`config.mk`:
```
export PLATFORM = sky130hd
export DESIGN_NAME = bmf_decode_pipe
export DESIGN_NICKNAME = d
export VERILOG_FILES = /design/src/rtl/bmf_pkg.sv /design/src/rtl/bmf_or_plane.sv /design/src/rtl/bmf_decode_pipe.sv
export SDC_FILE = /design/constraint.sdc
export NUM_CORES = 1
export LEC_CHECK = 0
export BUFFER_PORTS_ARGS = -buffer_cell sky130_fd_sc_hd__buf_2
export CAP_MARGIN = 20
export CORE_MARGIN = 5
export CORE_UTILIZATION = 41
export CTS_BUF_LIST = sky130_fd_sc_hd__clkbuf_8
export DETAILED_ROUTE_END_ITERATION = 7
export PLACE_DENSITY = 0.62
export SKIP_CTS_REPAIR_TIMING = 1
export SLEW_MARGIN = 20
export SYNTH_ARGS = -nofsm -noshare
export SYNTH_HDL_FRONTEND = slang
export SYNTH_HIERARCHICAL = 1
export SYNTH_SLANG_ARGS = --single-unit
```
`constraint.sdc`:
```
create_clock -name clk -period 4.6 [get_ports clk]
set_input_delay 0.69 -clock clk [delete_from_list [all_inputs] [get_ports clk]]
set_output_delay 0.69 -clock clk [all_outputs]
set_load 0.005 [all_outputs]
```
`src/rtl/bmf_pkg.sv`:
```
// Shared defaults and helpers for the BMF decoder slice.
// popcount is sized to a fixed maximum width; callers zero-extend into it.
package bmf_pkg;

  localparam int BMF_K_W_DEF      = 6;
  localparam int BMF_N_OUT_DEF    = 7;
  localparam int BMF_CNT_W_DEF    = 16;
  localparam int BMF_POPCNT_MAX_W = 64;
  localparam int BMF_POPCNT_W     = $clog2(BMF_POPCNT_MAX_W) + 1;

  function automatic logic [BMF_POPCNT_W-1:0] popcount(input logic [BMF_POPCNT_MAX_W-1:0] v);
    logic [BMF_POPCNT_W-1:0] c;
    c = '0;
    for (int i = 0; i < BMF_POPCNT_MAX_W; i++) begin
      c = c + BMF_POPCNT_W'(v[i]);
    end
    return c;
  endfunction

endpackage

```
`src/rtl/bmf_or_plane.sv`:
```
// Masked-OR decode plane: y[j] is set when any latent bit selected by row j is set.
// Purely combinational, no flow control.
module bmf_or_plane
  import bmf_pkg::*;
#(
  parameter int K_W   = BMF_K_W_DEF,
  parameter int N_OUT = BMF_N_OUT_DEF
) (
  input  logic [K_W-1:0]            k,
  input  logic [N_OUT-1:0][K_W-1:0] h,
  output logic [N_OUT-1:0]          y
);

  always_comb begin
    y = '0;
    for (int j = 0; j < N_OUT; j++) begin
      y[j] = |(k & h[j]);
    end
  end

endmodule

```
`src/rtl/bmf_decode_pipe.sv`:
```
// BMF decoder stage: 1-cycle registered decode with programmable H rows and saturating error stats.
// Single output register; in_ready = ~out_valid | out_ready gives full throughput and holds out_y under stall.
module bmf_decode_pipe
  import bmf_pkg::*;
#(
  parameter int K_W   = BMF_K_W_DEF,
  parameter int N_OUT = BMF_N_OUT_DEF,
  parameter int CNT_W = BMF_CNT_W_DEF
) (
  input  logic                     clk,
  input  logic                     rst,
  input  logic                     cfg_we,
  input  logic [$clog2(N_OUT)-1:0] cfg_row,
  input  logic [K_W-1:0]           cfg_mask,
  input  logic                     in_valid,
  output logic                     in_ready,
  input  logic [K_W-1:0]           in_k,
  input  logic [N_OUT-1:0]         in_exact,
  output logic                     out_valid,
  input  logic                     out_ready,
  output logic [N_OUT-1:0]         out_y,
  input  logic                     stat_clr,
  output logic [CNT_W-1:0]         samp_cnt,
  output logic [CNT_W-1:0]         err_cnt,
  output logic [CNT_W-1:0]         err_bits
);

  localparam logic [CNT_W-1:0] CNT_MAX = '1;
  localparam int SUM_W = ((CNT_W > BMF_POPCNT_W) ? CNT_W : BMF_POPCNT_W) + 1;

  logic [N_OUT-1:0][K_W-1:0] h;
  logic [N_OUT-1:0]          y_dec;
  logic [N_OUT-1:0]          exact_q;
  logic                      in_acc;
  logic                      out_hs;
  logic                      mismatch;
  logic [BMF_POPCNT_W-1:0]   miss_bits;
  logic [SUM_W-1:0]          bits_sum;
  logic [CNT_W-1:0]          bits_next;

  bmf_or_plane #(
    .K_W   (K_W),
    .N_OUT (N_OUT)
  ) u_plane (
    .k (in_k),
    .h (h),
    .y (y_dec)
  );

  assign in_ready  = ~out_valid | out_ready;
  assign in_acc    = in_valid & in_ready;
  assign out_hs    = out_valid & out_ready;
  assign mismatch  = (out_y != exact_q);
  assign miss_bits = popcount(BMF_POPCNT_MAX_W'(out_y ^ exact_q));
  // Widened sum so the clamp sees the true total even when CNT_W is narrower than a popcount.
  assign bits_sum  = SUM_W'(err_bits) + SUM_W'(miss_bits);
  assign bits_next = (bits_sum > SUM_W'(CNT_MAX)) ? CNT_MAX : bits_sum[CNT_W-1:0];

  always_ff @(posedge clk) begin
    if (rst) begin
      h <= '0;
    end else if (cfg_we && (32'(cfg_row) < N_OUT)) begin
      h[cfg_row] <= cfg_mask;
    end
  end

  // y_dec reads h before this edge's write lands, so a same-cycle write only affects later samples.
  always_ff @(posedge clk) begin
    if (rst) begin
      out_valid <= 1'b0;
      out_y     <= '0;
      exact_q   <= '0;
    end else if (in_acc) begin
      out_valid <= 1'b1;
      out_y     <= y_dec;
      exact_q   <= in_exact;
    end else if (out_ready) begin
      out_valid <= 1'b0;
    end
  end

  always_ff @(posedge clk) begin
    if (rst || stat_clr) begin
      samp_cnt <= '0;
      err_cnt  <= '0;
      err_bits <= '0;
    end else if (out_hs) begin
      if (samp_cnt != CNT_MAX) begin
        samp_cnt <= samp_cnt + CNT_W'(1);
      end
      if (mismatch && (err_cnt != CNT_MAX)) begin
        err_cnt <= err_cnt + CNT_W'(1);
      end
      err_bits <= bits_next;
    end
  end

endmodule

```
==> flow_metrics.env <==
export IMPL_n_antenna_cell=0
export IMPL_synth_edff_count=0
export IMPL_worst_pin_slew_ns=0.920
export IMPL_finalHoldViolations=0
export IMPL_grt_overflow_total=0
export IMPL_cts_made_buffers=9
export IMPL_dp_hpwl_mm=8.83
export IMPL_worst_setup_path_end_kind="flop"
export IMPL_initial_core_util_pct=42.3
export IMPL_path_cells="xor2_1 > fa_1 > fa_1 > inv_1 > fa_1 > inv_1 > ha_1 > inv_1 > fa_1 > nor2b_1 > o21ai_0 > a2111oi_1 > mux2i_1 > nor2_1"
export IMPL_drt_pass1_iterations=5
export IMPL_antenna_found_initial=0
export IMPL_yosysMostFrequentCell="dfxtp_1"
export IMPL_final_seq_area_um2=2100
export IMPL_vias=4285
export IMPL_layout_min_cycle_time_ns=4.18
export IMPL_reg2reg_from="out_y[2]$_SDFFE_PP0P_"
export IMPL_hold_start="exact_q[5]$_SDFFE_PP0P_"
export IMPL_num_fill_cells=1136
export IMPL_slew_viol_final=0
export IMPL_wire_per_inst_um=16.1
export IMPL_ant_nets=0
export IMPL_synth_cell_types=47
export IMPL_syn_nets=588
export IMPL_dieArea_um2=14200
export IMPL_synthFlopType="dfxtp_1"
export IMPL_cp_start_kind="flop"
export IMPL_syn_area_um2=4870
export IMPL_fp_dieW_um=119
export IMPL_synth_top_area_share_pct=43.2
export IMPL_worst_r2r_cell_count=14
export IMPL_worstHoldEndpoint="exact_q[5]$_SDFFE_PP0P_"
export IMPL_peakVddDrop_uv=141
export IMPL_synthArstFlopShare_pct=0
export IMPL_routed_wl_mm=12.5
export IMPL_status="complete, no violations"
export IMPL_cts_root_buffer="clkbuf_8"
export IMPL_grt_usage_pct=17.8
export IMPL_finalSetupViolCount=0
export IMPL_timing_rr_end="err_bits[12]$_SDFFE_PP0P_"
export IMPL_syn_avg_cell_area_um2=8.90
export IMPL_cts_htree_levels=3
export IMPL_final_layout_size_suffix_gt1_share_pct=17.1
export IMPL_swShare_pct=25.5
export IMPL_fmax_mhz=240
export IMPL_core_um2=11500
export IMPL_drt_initial_drc_count=266
export IMPL_cts_tree="yes"
export IMPL_avgViaCountPerCell=5.54
export IMPL_io_buffers=84
export IMPL_crit_arrival_ns=4.41
export IMPL_p_seq_share_pct=56.0
export IMPL_yosysWarningCount=6
export IMPL_setup_ws_ns=0.425
export IMPL_pre_cts_ws_ns=0.423
export IMPL_path_class="reg2reg"
export IMPL_drcViolationCount=0
export IMPL_clockBufferDepth=2
export IMPL_grt_max_degree=61
export IMPL_crit_fanout=3
export IMPL_power_frac_comb_pct=9.1
export IMPL_reg2reg_slack_ns=0.42
export IMPL_grt_pass1_wl_mm=20.6
export IMPL_min_path_cells=2
export IMPL_cts_clk_slew_worst_paths_ns=0.10
export IMPL_max_slew_margin_pct=38.7
export IMPL_gp_congestion=0.842
export IMPL_rsz0062_at_grt="no"
export IMPL_syn_to_final_growth_pct=15.1
export IMPL_nNetsFinal=666
export IMPL_seq_area_frac_synth_pct=43.2
export IMPL_yosys_area_top_type="dfxtp_1"
export IMPL_power_switching_mw=0.426
export IMPL_multiInputGateArea_um2=2650
export IMPL_clk_latency_ns=0.38
export IMPL_cpMostUsedCell="fa_1"
export IMPL_period_share_pct=90.8
export IMPL_internal_power_mw=1.24
export IMPL_max_stage_delay_ns=0.54
export IMPL_synth_seq_cells=105
export IMPL_hold_path_class="reg2reg"
export IMPL_synth_common_cells="dfxtp_1, nor2_1, nand2_1"
export IMPL_pin_count=85
export IMPL_grt_pass1_vias=4216
export IMPL_netlist_top_cells_area="dfxtp_1, mux2i_1, nor2_1, a21oi_1, nand2_1"
export IMPL_worst_endpoint_required_ns=4.83
export IMPL_p_clk_share_pct=34.9
export IMPL_leakage_nw=2.25
export IMPL_fin_worst_skew_ns=0.0101
export IMPL_final_setup_tns_ns=0
export IMPL_rows=39
export IMPL_clock_sink_count=105
export IMPL_max_cap_violations=0
export IMPL_die_y_um=119
export IMPL_slowest_stage="fa_1"
export IMPL_syn_inst=547
export IMPL_power_density_nw_per_um2=298
==> worst max-delay path by stage <==
stage                     startpoint                         to  slack, ns  cells after the start
3_3_place_gp   out_y[2]$_SDFFE_PP0P_  err_bits[12]$_SDFFE_PP0P_       0.57                     14
6_report       out_y[2]$_SDFFE_PP0P_  err_bits[12]$_SDFFE_PP0P_       0.42                     14
5_1_grt        out_y[0]$_SDFFE_PP0P_  err_bits[12]$_SDFFE_PP0P_       0.05                     14
2_1_floorplan  out_y[0]$_SDFFE_PP0P_  err_bits[12]$_SDFFE_PP0P_       0.74                     14
3_5_place_dp   out_y[2]$_SDFFE_PP0P_  err_bits[12]$_SDFFE_PP0P_       0.42                     14
4_1_cts        out_y[2]$_SDFFE_PP0P_  err_bits[12]$_SDFFE_PP0P_       0.38                     14
==> routing by layer <==
layer	global-route usage, %	part of all wire [%]	vias to the layer above
met5	0	0	-
met4	7.31	2.0	0
met3	2.89	3.4	21
met2	30.5	49	101
met1	22.2	46	2026
li1	-	-	2137
==> cells by family (layout without fill, tap and decap cells) <==
logic type | Yosys count | count (layout) | share of synthesized area [%]
buffers and inverters | 29 | 112 | 2.31
flip-flops | 105 | 105 | 43.2
multiplexers | 44 | 44 | 9.05
AO/OA/AOI/OAI | 107 | 107 | 13.6
AND/OR/NAND/NOR | 224 | 224 | 23.4
adder cells (fa/ha/maj) | 13 | 13 | 3.96
XOR/XNOR | 25 | 25 | 4.50
==> final cells by class <==
cell class                 instances  share of cell area [%]
multi-input combinational        413                    47.3
sequential                       105                    37.5
timing repair buffer              86                    7.77
tap                              143                    3.19
clock buffer                      10                    2.46
clock inverter                     6                    1.07
inverter                          10                   0.670
==> critical path, delay by kind of cell (launching register included) <==
kind	cells	cell delay, ns
AOI/OAI and AO/OA	2	0.68
muxes	1	0.24
xor gates and xnor gates	1	0.26
buffers and inverters	3	0.18
and+or+nand+nor	2	0.25
adders and majority gates	5	2.05
DFF	1	0.38
==> power by group through the flow <==
stage	combinational, mW	clock (mW)	sequential (mW)
after floorplan	0.0960	0	0.953
after global placement	0.149	0	0.954
after detailed placement	0.152	0	0.955
after CTS	0.154	0.600	0.934
after global routing	0.173	0.641	0.937
final	0.152	0.582	0.934
==> stage by stage <==
step	utilization (%)	total power [mW]	hold WS [ns]	instances	instance area (um2)
floorplan	-	1.05	0.448	547	4870
global placement	46.9	1.10	0.456	757	5410
detailed placement	46.9	1.11	0.462	757	5410
CTS	48.7	1.69	0.477	773	5600
global route	48.7	1.75	0.501	773	5600
finish	48.7	1.67	0.478	773	5600
==> registers in the layout, summed over array words and instances, names as in the netlist <==
register	count
out_y	7
err_cnt	16
out_valid	1
exact_q	7
err_bits	16
h	42
samp_cnt	16
==> cell usage in the layout, fill, tap and decap left out, drive strengths merged, types with 7 or more instances in the layout <==
master / count
dfxtp: 105
buf: 86
nor2: 70
nand2: 54
mux2i: 44
a21oi: 43
nand3: 21
a22oi: 21
nand4: 17
xnor2: 15
o21ai: 13
inv: 12
xor2: 10
clkbuf: 10
o31ai: 9
or4: 9
ha: 9
nor3: 9
a31oi: 8
and4: 7
No activity file was read; power rests on OpenSTA's default activity.
